### src/rtl/dreq_queue_unit.sv
// Data-memory request queue: buffers pipeline load/store requests in a
// DEPTH-entry circular FIFO and issues them to memory one at a time.
module dreq_queue_unit #(
  parameter int unsigned ADDR_W = 32,
  parameter int unsigned DATA_W = 32,
  parameter int unsigned DEPTH  = 4
) (
  input  logic              CLK,
  input  logic              nRST,
  input  logic              ihit,
  input  logic              dren,
  input  logic              dwen,
  input  logic [ADDR_W-1:0] daddr,
  input  logic [DATA_W-1:0] dstore,
  input  logic              flush,
  input  logic              dhit,
  input  logic [DATA_W-1:0] dload,
  output logic              dmemren,
  output logic              dmemwen,
  output logic [ADDR_W-1:0] dmemaddr,
  output logic [DATA_W-1:0] dmemstore,
  output logic [DATA_W-1:0] rdata,
  output logic              rdata_valid,
  output logic              full,
  output logic              empty,
  output logic              stall,
  output logic              spurious
);

  localparam int unsigned PW = $clog2(DEPTH);
  localparam logic [PW:0] CNT_FULL = (PW+1)'(DEPTH);
  localparam logic [PW:0] CNT_ONE  = (PW+1)'(1);

  logic [PW-1:0]     r_head;
  logic [PW-1:0]     r_tail;
  logic [PW:0]       r_count;
  logic              r_wen  [DEPTH];
  logic [ADDR_W-1:0] r_addr [DEPTH];
  logic [DATA_W-1:0] r_data [DEPTH];
  logic [DATA_W-1:0] r_rdata;
  logic              r_rdata_valid;
  logic              r_spurious;

  logic w_empty;
  logic w_full;
  logic w_req;
  logic w_push;
  logic w_pop;
  logic w_head_wen;

  always_comb begin
    w_empty    = (r_count == '0);
    w_full     = (r_count == CNT_FULL);
    w_req      = ihit & (dren | dwen);
    w_push     = w_req & ~w_full & ~flush;
    w_pop      = dhit & ~w_empty;
    w_head_wen = r_wen[r_head];
  end

  // Head fields are masked while empty so unreset storage never reaches the bus
  assign dmemren     = ~w_empty & ~w_head_wen;
  assign dmemwen     = ~w_empty & w_head_wen;
  assign dmemaddr    = w_empty ? '0 : r_addr[r_head];
  assign dmemstore   = w_empty ? '0 : r_data[r_head];
  assign rdata       = r_rdata;
  assign rdata_valid = r_rdata_valid;
  assign full        = w_full;
  assign empty       = w_empty;
  assign stall       = w_req & w_full;
  assign spurious    = r_spurious;

  always_ff @(posedge CLK) begin
    if (w_push) begin
      r_wen[r_tail]  <= dwen;
      r_addr[r_tail] <= daddr;
      r_data[r_tail] <= dstore;
    end
  end

  always_ff @(posedge CLK, negedge nRST) begin
    if (!nRST) begin
      r_head        <= '0;
      r_tail        <= '0;
      r_count       <= '0;
      r_rdata       <= '0;
      r_rdata_valid <= 1'b0;
      r_spurious    <= 1'b0;
    end else begin
      if (w_pop) r_head <= r_head + 1'b1;
      // Flush keeps only the (possibly in-flight) head entry
      if (flush) begin
        if (!w_empty) r_tail <= r_head + 1'b1;
        r_count <= (w_empty || w_pop) ? '0 : CNT_ONE;
      end else begin
        if (w_push) r_tail <= r_tail + 1'b1;
        r_count <= r_count + (PW+1)'(w_push) - (PW+1)'(w_pop);
      end
      r_rdata_valid <= w_pop & ~w_head_wen;
      if (w_pop && !w_head_wen) r_rdata <= dload;
      if (dhit && w_empty) r_spurious <= 1'b1;
    end
  end

endmodule
### config.mk
export PLATFORM = sky130hd
export DESIGN_NAME = dreq_queue_unit
export DESIGN_NICKNAME = d
export VERILOG_FILES = /design/src/rtl/dreq_queue_unit.sv
export SDC_FILE = /design/constraint.sdc
export NUM_CORES = 1
export LEC_CHECK = 0
export CORE_ASPECT_RATIO = 1.5
export CORE_MARGIN = 2
export CORE_UTILIZATION = 32
export DETAILED_ROUTE_END_ITERATION = 8
export MAX_ROUTING_LAYER = met4
export REMOVE_ABC_BUFFERS = 1
export SLEW_MARGIN = 20
export SYNTH_ARGS = -nofsm -noshare
export SYNTH_HDL_FRONTEND = slang
export SYNTH_SLANG_ARGS = --single-unit
### constraint.sdc
create_clock -name CLK -period 3.1 [get_ports CLK]
set_input_delay 0.31 -clock CLK [delete_from_list [all_inputs] [get_ports CLK]]
set_output_delay 0.31 -clock CLK [all_outputs]
set_load 0.1 [all_outputs]
== After elaboration in Yosys (flattened, before gate mapping) ==
Memory sizes are Yosys's and may differ from the RTL's.
Index checks and enable logic that the tools add are counted.
W data, S select, Z words.
Storage, ports and cells
  register bits: 41
  memory bits (writable): 260
  bits of input ports: 103
  output and inout port bits: 103
  word-level logic and storage cells: 44
  memories: 3
Cells by class
  add/sub/neg operators: 4
  equal/unequal tests: 2
  multiplexer cells: 9
  bitwise gates (word level): 13
  reductions and logical operators: 7
Memory list
  r_addr: words 4, width 32, rd ports 1, clocked after Yosys merged registers in 0, write ports 1, RTL line 38  | logic [ADDR_W-1:0] r_addr [DEPTH];
  r_data: words 4, width 32, rd ports 1, clocked after Yosys merged registers in 0, write ports 1, RTL line 39  | logic [DATA_W-1:0] r_data [DEPTH];
  r_wen: words 4, width 1, rd ports 1, clocked after Yosys merged registers in 0, write ports 1, RTL line 37  | logic r_wen [DEPTH];
Operator list (count)
  $mux W32: 2
  $and A1 B1 Y1: 8
  $mux W2: 3
  $add A2 B1 Y2 const B: 2
  $not A1 Y1: 4
  $add A3 B1 Y3: 1
  $eq A3 B3 Y1 const B: 1
  $logic_not A3 Y1: 1
  $mux W1: 3
  $mux W3: 1
  $sub A3 B1 Y3: 1
  $logic_and A1 B1 Y1: 2
  $ne A2 B2 Y1 const B: 1
  $reduce_and A2 Y1: 1
  $reduce_bool A2 Y1: 1
  $logic_not A1 Y1: 1
  $logic_or A1 B1 Y1: 1
  $or A1 B1 Y1: 1

== Depth between registers and ports, before layout ==
Gate-level depths: netlist of the first run.
  depth in word-level cells: 7
  gate-level depth with buffers: 11
  depth with buffers taken out: 10

== Worst setup path after synthesis of the first run ==
OpenSTA, ideal clock, no wires.
  path type: register to register
  start: register r_count[1]
  end: memory r_addr[0][0], enable pin
  library setup time: 0.551 ns
  data arrival time: 4.172 ns
  data required time: 2.549 ns
  slack: -1.623 ns
  cell stages (with the launch flop): 4
  path buffers: 0
  clock period less this slack: 4.723 ns
  path through: dfrtp_1 > nor3b_1 > nor3_1 > and2_1
On the way
  word-level cells in the longest chain between the ends: 6
RTL lines
  start: declaration: RTL line 36  | logic [PW:0] r_count;
  start signal: assignment: RTL line 93  | r_count <= (w_empty || w_pop) ? '0 : CNT_ONE;
  start signal: assignment: RTL line 96  | r_count <= r_count + (PW+1)'(w_push) - (PW+1)'(w_pop);
  $eq A3 B3 Y1: RTL line 53  | w_full = (r_count == CNT_FULL);
  named net full: RTL line 24  | output logic full,
  $not A1 Y1: RTL line 55  | w_push = w_req & ~w_full & ~flush;
  $and A1 B1 Y1 (2 in series): RTL line 55
  $mux W1: RTL line 73  | if (w_push) begin
  $mux W1 (implied by the code): RTL line 75  | r_addr[r_tail] <= daddr;
  end: declaration: RTL line 38
The timed path passes the listed nets, and every way through them passes these cells.

== Worst setup path after layout of the first run ==
  start: register r_head[0]
  end: output port dmemstore[24]
On the way
  word-level cells in the longest chain between the ends: 2
RTL lines
  start: declaration: RTL line 34  | logic [PW-1:0] r_head;
  start signal: assignment: RTL line 89  | if (w_pop) r_head <= r_head + 1'b1;
  $mem_v2 Z4 W32
  $mux W32: RTL line 64  | assign dmemstore = w_empty ? '0 : r_data[r_head];
  end: declaration: RTL line 21  | output logic [DATA_W-1:0] dmemstore,
No other way between the ends.

==> qor.yml, run 1 <==
global_routing:
  overflow: 0
  antenna_found_initial: 3
  grt_usage: 0.129
  grt_first_pass_wirelength_mm: 36.9
  grt_pass1_vias: 6429
  grt_max_degree: 70
die:
  rows: 85
  die_x_um: 160
  die_h_um: 238
  initial_core_util: 0.325
  core_sq_um: 35900
  dieArea_sq_um: 38100
  io_pins: 206
timing:
  fin_tns_setup_ns: 0
  rsz0062_at_grt: "no"
  hold_viol: 0
  post-route-period-util: 0.915
  fin_skew_ns: 0.00973
  fmax_mhz: 352
  setup_viol: 0
  period_minus_slack_ns: 2.84
  drv_slew: 0
  max-slew-margin-rel: 0.333
  worst_slew_pin_slew_ns: 0.998
clock_network:
  cts-resized-gates: 0
  post_cts_buffers: 0
  cts_tree: "done"
  clk_latency_ns: 0.54
  path_clk_slew_ns: 0.06
  root_buffer: "clkbuf_16"
  cts_buffer_depth: 3
  cts_htree_levels: 1
  cts.sinks: 301
  numCtsBuffers: 29
synth:
  syn-mean-instance-area_sq_um: 21.8
  yosysWarnings: 0
  synthSimpleGateAreaFrac: 0.0443
  synth_seq_cells: 301
  synth_top_family_by_area: "multiplexers"
  synth.distinct_cells: 30
  yosysTopAreaCell: "edfxtp_1"
  synth_compound_area_frac: 0.00268
  yosys.area_share.adder: 0.00814
  yosysSeqAreaShare: 0.756
  synthTopCellsByArea: "edfxtp_1 (67%), mux4_2 (13%), dfrtp_1 (8.8%), mux2_4 (3.7%), and2_1 (3.7%)"
  synthXorXnorAreaFrac: 0.00450
  synth_cells: 535
  synthMuxAreaShare: 0.167
  synth_area_sq_um: 11700
  synth_top_area_share: 0.668
placement:
  place_inst: 1210
  dp_hpwl_mm: 15.1
  place.gp.congestion: 0.707
  io_buffers: 205
routing:
  wl_per_cell_um: 19.0
  first_pass_iters: 5
  routed_wl_mm: 24.0
  vias_per_cell: 4.54
  drc: 0
  vias: 5749
  drt_iter0_drc: 257
  drt.antenna.violating_nets: 0
layout:
  ff_latch_area_sq_um: 8840
  drive_gt1_frac: 0.313
  multiInputGateArea_sq_um: 2660
  num-nets-final: 874
  final_core_util: 0.436
  fin_cells: 1265
  fill_cells: 3259
  syn2layout_area_growth_pct: 34.1
outcome:
  status: "finished clean"
hold_path:
  hold_path_class: "input port to register"
run:
  drv_cap: 0
setup_path:
  reg2reg_slack_ns: 0.66
  cp-end-kind: "primary output"
  arrival_ns: 2.53
  critPathLaunchType: "register"
  worstPathRequired_ns: 2.79
  criticalPathCategory: "register to primary output"
  cp_max_fo: 20
## cells in the mapped netlist
| master | n |
|---|---|
| and2_1 | 69 |
| buf_1 | 5 |
| a21o_1 | 1 |
| buf_4 | 2 |
| nand2_1 | 3 |
| nor4b_1 | 1 |
| mux2_4 | 29 |
| clkbuf_1 | 9 |
| mux4_2 | 65 |
| ha_1 | 6 |
| buf_2 | 7 |
| nor2_8 | 1 |
| fa_1 | 1 |
| nand2_2 | 1 |
| xnor2_1 | 5 |
| edfxtp_1 | 260 |
| mux2i_1 | 1 |
| buf_12 | 3 |
| inv_1 | 7 |
| buf_6 | 1 |
| o21ai_0 | 2 |
| xor2_1 | 1 |
| or3_1 | 2 |
| mux2_2 | 4 |
| dfrtp_1 | 41 |
| nor3_1 | 1 |
| o221ai_1 | 1 |
| nor3b_1 | 1 |
| nor2_1 | 4 |
| a21oi_1 | 1 |
## worst max-delay path: stages (launching register included)
cell	delay (ns)
dfrtp_4	0.56
buf_4	0.43
mux4_2	0.57
and2_1	0.18
buf_4	0.23
## path summary, 6_finish.rpt
path | startpoint | endpoint | cells after the start
worst max-delay path | r_head[0] | dmemstore[24] | 4
worst min-delay path | dload[18] | rdata[18] | 2
worst max register to register | r_count[1] | r_count[2] | 10
worst min register to register | spurious | spurious | 1
max in group asynchronous | nRST | r_head[0] | 2
min in group asynchronous | nRST | rdata[18] | 2
## per-stage QoR
stage	worst slack (ns)	instance area (sq um)	hold slack, ns
6_report	0.263	15700	0.379
5_1_grt	0.0907	15700	0.359
4_1_cts	0.169	15700	0.344
3_5_place_dp	0.450	14700	0.458
3_3_place_gp	0.469	14700	0.444
2_1_floorplan	-1.92	11500	0.0144
## layout make-up
cell class / count / share of cell area
antenna: 3 / 0.000479
clock buffer: 31 / 0.0468
clock inverter: 20 / 0.0134
inverter: 7 / 0.00168
multi-input combinational: 200 / 0.170
sequential: 301 / 0.564
tap: 478 / 0.0382
timing repair buffer: 225 / 0.165
## per-layer routing
| layer | global-route usage | up-vias | wire length, um |
|---|---|---|---|
| met2 | 0.224 | 178 | 12500 |
| met4 | 0.0442 | 0 | 608 |
| met3 | 0.0301 | 38 | 1380 |
| li1 | - | 2581 | - |
| met5 | - | - | 0 |
| met1 | 0.147 | 2952 | 9560 |
## cells by family after synthesis
logic type               count (synthesis)
AO/OA/AOI/OAI                            5
XOR/XNOR                                 6
adder cells (fa/ha/maj)                  7
buffers and inverters                   34
flip-flops                             301
multiplexers                            99
AND/OR/NAND/NOR                         83
## sequential cells by signal (all words and copies together) (netlist names)
| signal | count |
|---|---|
| r_tail | 2 |
| r_wen | 4 |
| rdata_valid | 1 |
| r_count | 3 |
| rdata | 32 |
| r_addr | 128 |
| r_data | 128 |
| spurious | 1 |
| r_head | 2 |
## repair_timing
| item | CTS | global route |
|---|---|---|
| hold buffers | 1 | 0 |
| hold endpoints to repair | 41 | 0 |
| endpoints found under the setup margin | 0 | 0 |
## placed cells by master, fill, tap and decap left out, types with 3 or more instances in the layout
master and n:
and2_1 65, and2_4 4, buf_12 46, buf_4 48, bufinv_16 4, clkbuf_16 29
clkdlybuf4s50_1 129, clkinv_1 6, clkinv_2 5, dfrtp_1 39, diode_2 3, edfxtp_1 260
ha_1 6, inv_1 7, mux2_2 4, mux2_4 29, mux4_2 65, nand2_1 3
nor2_1 4, xnor2_1 5
Power of run 1 is left out: the tool's default activity adds up to more than one toggle a clock period on the data nets, which glitch-free logic cannot reach.
==> inputs of run 2 (changes only) <==
--- a/config.mk
+++ b/config.mk
@@ -11,7 +11,6 @@
 export DETAILED_ROUTE_END_ITERATION = 8
 export MAX_ROUTING_LAYER = met4
 export REMOVE_ABC_BUFFERS = 1
-export SLEW_MARGIN = 20
 export SYNTH_ARGS = -nofsm -noshare
 export SYNTH_HDL_FRONTEND = slang
 export SYNTH_SLANG_ARGS = --single-unit
==> results of run 2 <==
The final DEF is identical to that of run 1; final timing and power are the same.
Power of run 2 is left out for the same reason.
==> inputs of run 3 (changes only) <==
--- a/config.mk
+++ b/config.mk
@@ -6,7 +6,7 @@
 export NUM_CORES = 1
 export LEC_CHECK = 0
 export CORE_ASPECT_RATIO = 1.5
-export CORE_MARGIN = 2
+export CORE_MARGIN = 4
 export CORE_UTILIZATION = 32
 export DETAILED_ROUTE_END_ITERATION = 8
 export MAX_ROUTING_LAYER = met4
==> run 3 against run 2 <==
Utilization increased by 0.098 points. Count of clock-buffer cells in the layout increased by 2. Clock skew increased by 0.0027 ns. First-iteration DRC count increased by 14%. Non-clock buffer count decreased by 2. Hold slack got worse by 0.0034 ns. Critical endpoint is now empty.
==> qor.yml, run 3 (synthesis gave the netlist of run 1 again) <==
timing:
  rsz0062_at_grt: "no"
  worst_slew_pin_slew_ns: 1.01
  setup_viol: 0
  post-route-period-util: 0.888
  fmax_mhz: 363
  period_minus_slack_ns: 2.75
  drv_slew: 0
  hold_viol: 0
  worst_slack_ns: 0.348
  fin_skew_ns: 0.0124
  max-slew-margin-rel: 0.326
die:
  rows: 85
  io_pins: 206
  die_x_um: 164
  core_sq_um: 35900
  dieArea_sq_um: 39700
  die_h_um: 242
  initial_core_util: 0.325
clock_network:
  clk_latency_ns: 0.54
  cts_buffer_depth: 3
  path_clk_slew_ns: 0.06
  cts.sinks: 301
  cts_tree: "done"
  root_buffer: "clkbuf_16"
  numCtsBuffers: 29
  cts_htree_levels: 1
  cts-resized-gates: 0
placement:
  place_inst: 1208
  pre_cts_slack_ns: 0.426
  place.gp.congestion: 0.717
  io_buffers: 205
  dp_hpwl_mm: 15.8
setup_path:
  criticalPathCategory: "register to primary output"
  cp_max_fo: 69
  worstPathRequired_ns: 2.79
  critPathLaunchType: "register"
  cp-end-kind: "primary output"
  arrival_ns: 2.44
layout:
  fin_cells: 1264
  drive_gt1_frac: 0.306
  most-common-layout-cells: "edfxtp_1 (260), clkdlybuf4s50_1 (129), mux4_2 (65), and2_1 (65), buf_12 (49)"
  syn2layout_area_growth_pct: 34.4
  layout_commonest_cell: "edfxtp_1"
  num-nets-final: 872
  fill_cells: 3222
global_routing:
  grt_pass1_vias: 6523
  grt_usage: 0.128
  overflow: 0
  antenna_found_initial: 2
  grt_max_degree: 70
  grt_first_pass_wirelength_mm: 38.2
outcome:
  status: "finished clean"
routing:
  routed_wl_mm: 24.7
  drc: 0
  wl_per_cell_um: 19.6
  drt_iter0_drc: 292
  drt.antenna.violating_nets: 0
  vias_per_cell: 4.52
  first_pass_iters: 6
  vias: 5708
run:
  drv_cap: 0
hold_path:
  hold_path_class: "input port to register"
-- run 3: cell count changes in the layout (fill, tap and decap cells not counted), sizes merged --
cell / previous run / this run
buf: 95 / 93
clkinvlp: 3 / 1
inv: 9 / 7
clkinv: 11 / 14
clkbuf: 31 / 33
bufinv: 4 / 5
diode: 3 / 2
-- run 3: final cells by class --
type,instances,area [sq um],area share
flip-flops and latches,301,8840,0.563
multi-input cells,200,2660,0.170
inverters,7,26.3,0.00167
well taps,478,598,0.0381
clock buffers,33,741,0.0472
diodes,2,5.00,0.000319
clock inverters,20,218,0.0139
repair buffers,223,2610,0.166
-- run 3: per-stage QoR --
step | util | hold WS (ns) | area (sq um) | setup TNS [ns]
6_report | 0.437 | 0.376 | 15700 | 0
5_1_grt | 0.437 | 0.353 | 15700 | 0
4_1_cts | 0.437 | 0.348 | 15700 | 0
3_5_place_dp | 0.410 | 0.449 | 14700 | 0
3_3_place_gp | 0.410 | 0.456 | 14700 | 0
2_1_floorplan | - | 0.0144 | 11500 | -545.92
-- run 3: final timing paths --
check	depth (start not counted)	slack [ns]	to	start
min in group asynchronous	2	0.45	rdata[18]	nRST
worst min-delay path	2	0.38	rdata[3]	dload[3]
worst max-delay path	4	0.35	empty	r_count[1]
worst min register to register	1	0.46	spurious	spurious
max in group asynchronous	2	1.99	r_head[0]	nRST
worst max register to register	10	0.64	r_count[2]	r_count[1]
-- run 3: repair_timing --
item,in CTS,in global routing
hold endpoints to repair,41,0
buffers inserted,0,0
hold buffers,1,0
-- run 3: routing by layer --
metal  GRT usage  vias to the layer above  routed length (um)
li1            -                     2576                   -
met1       0.147                     2931                9620
met2       0.225                      169               13100
met3      0.0339                       32                1640
met4      0.0291                        0                 380
met5           -                        -                   0
-- run 3: worst max-delay path, stage by stage, from the launching register on --
cell     delay [ns]
dfrtp_1        0.45
or3_2          0.52
buf_4          0.38
inv_1          0.22
buf_4          0.32
Power of run 3 is left out for the same reason.
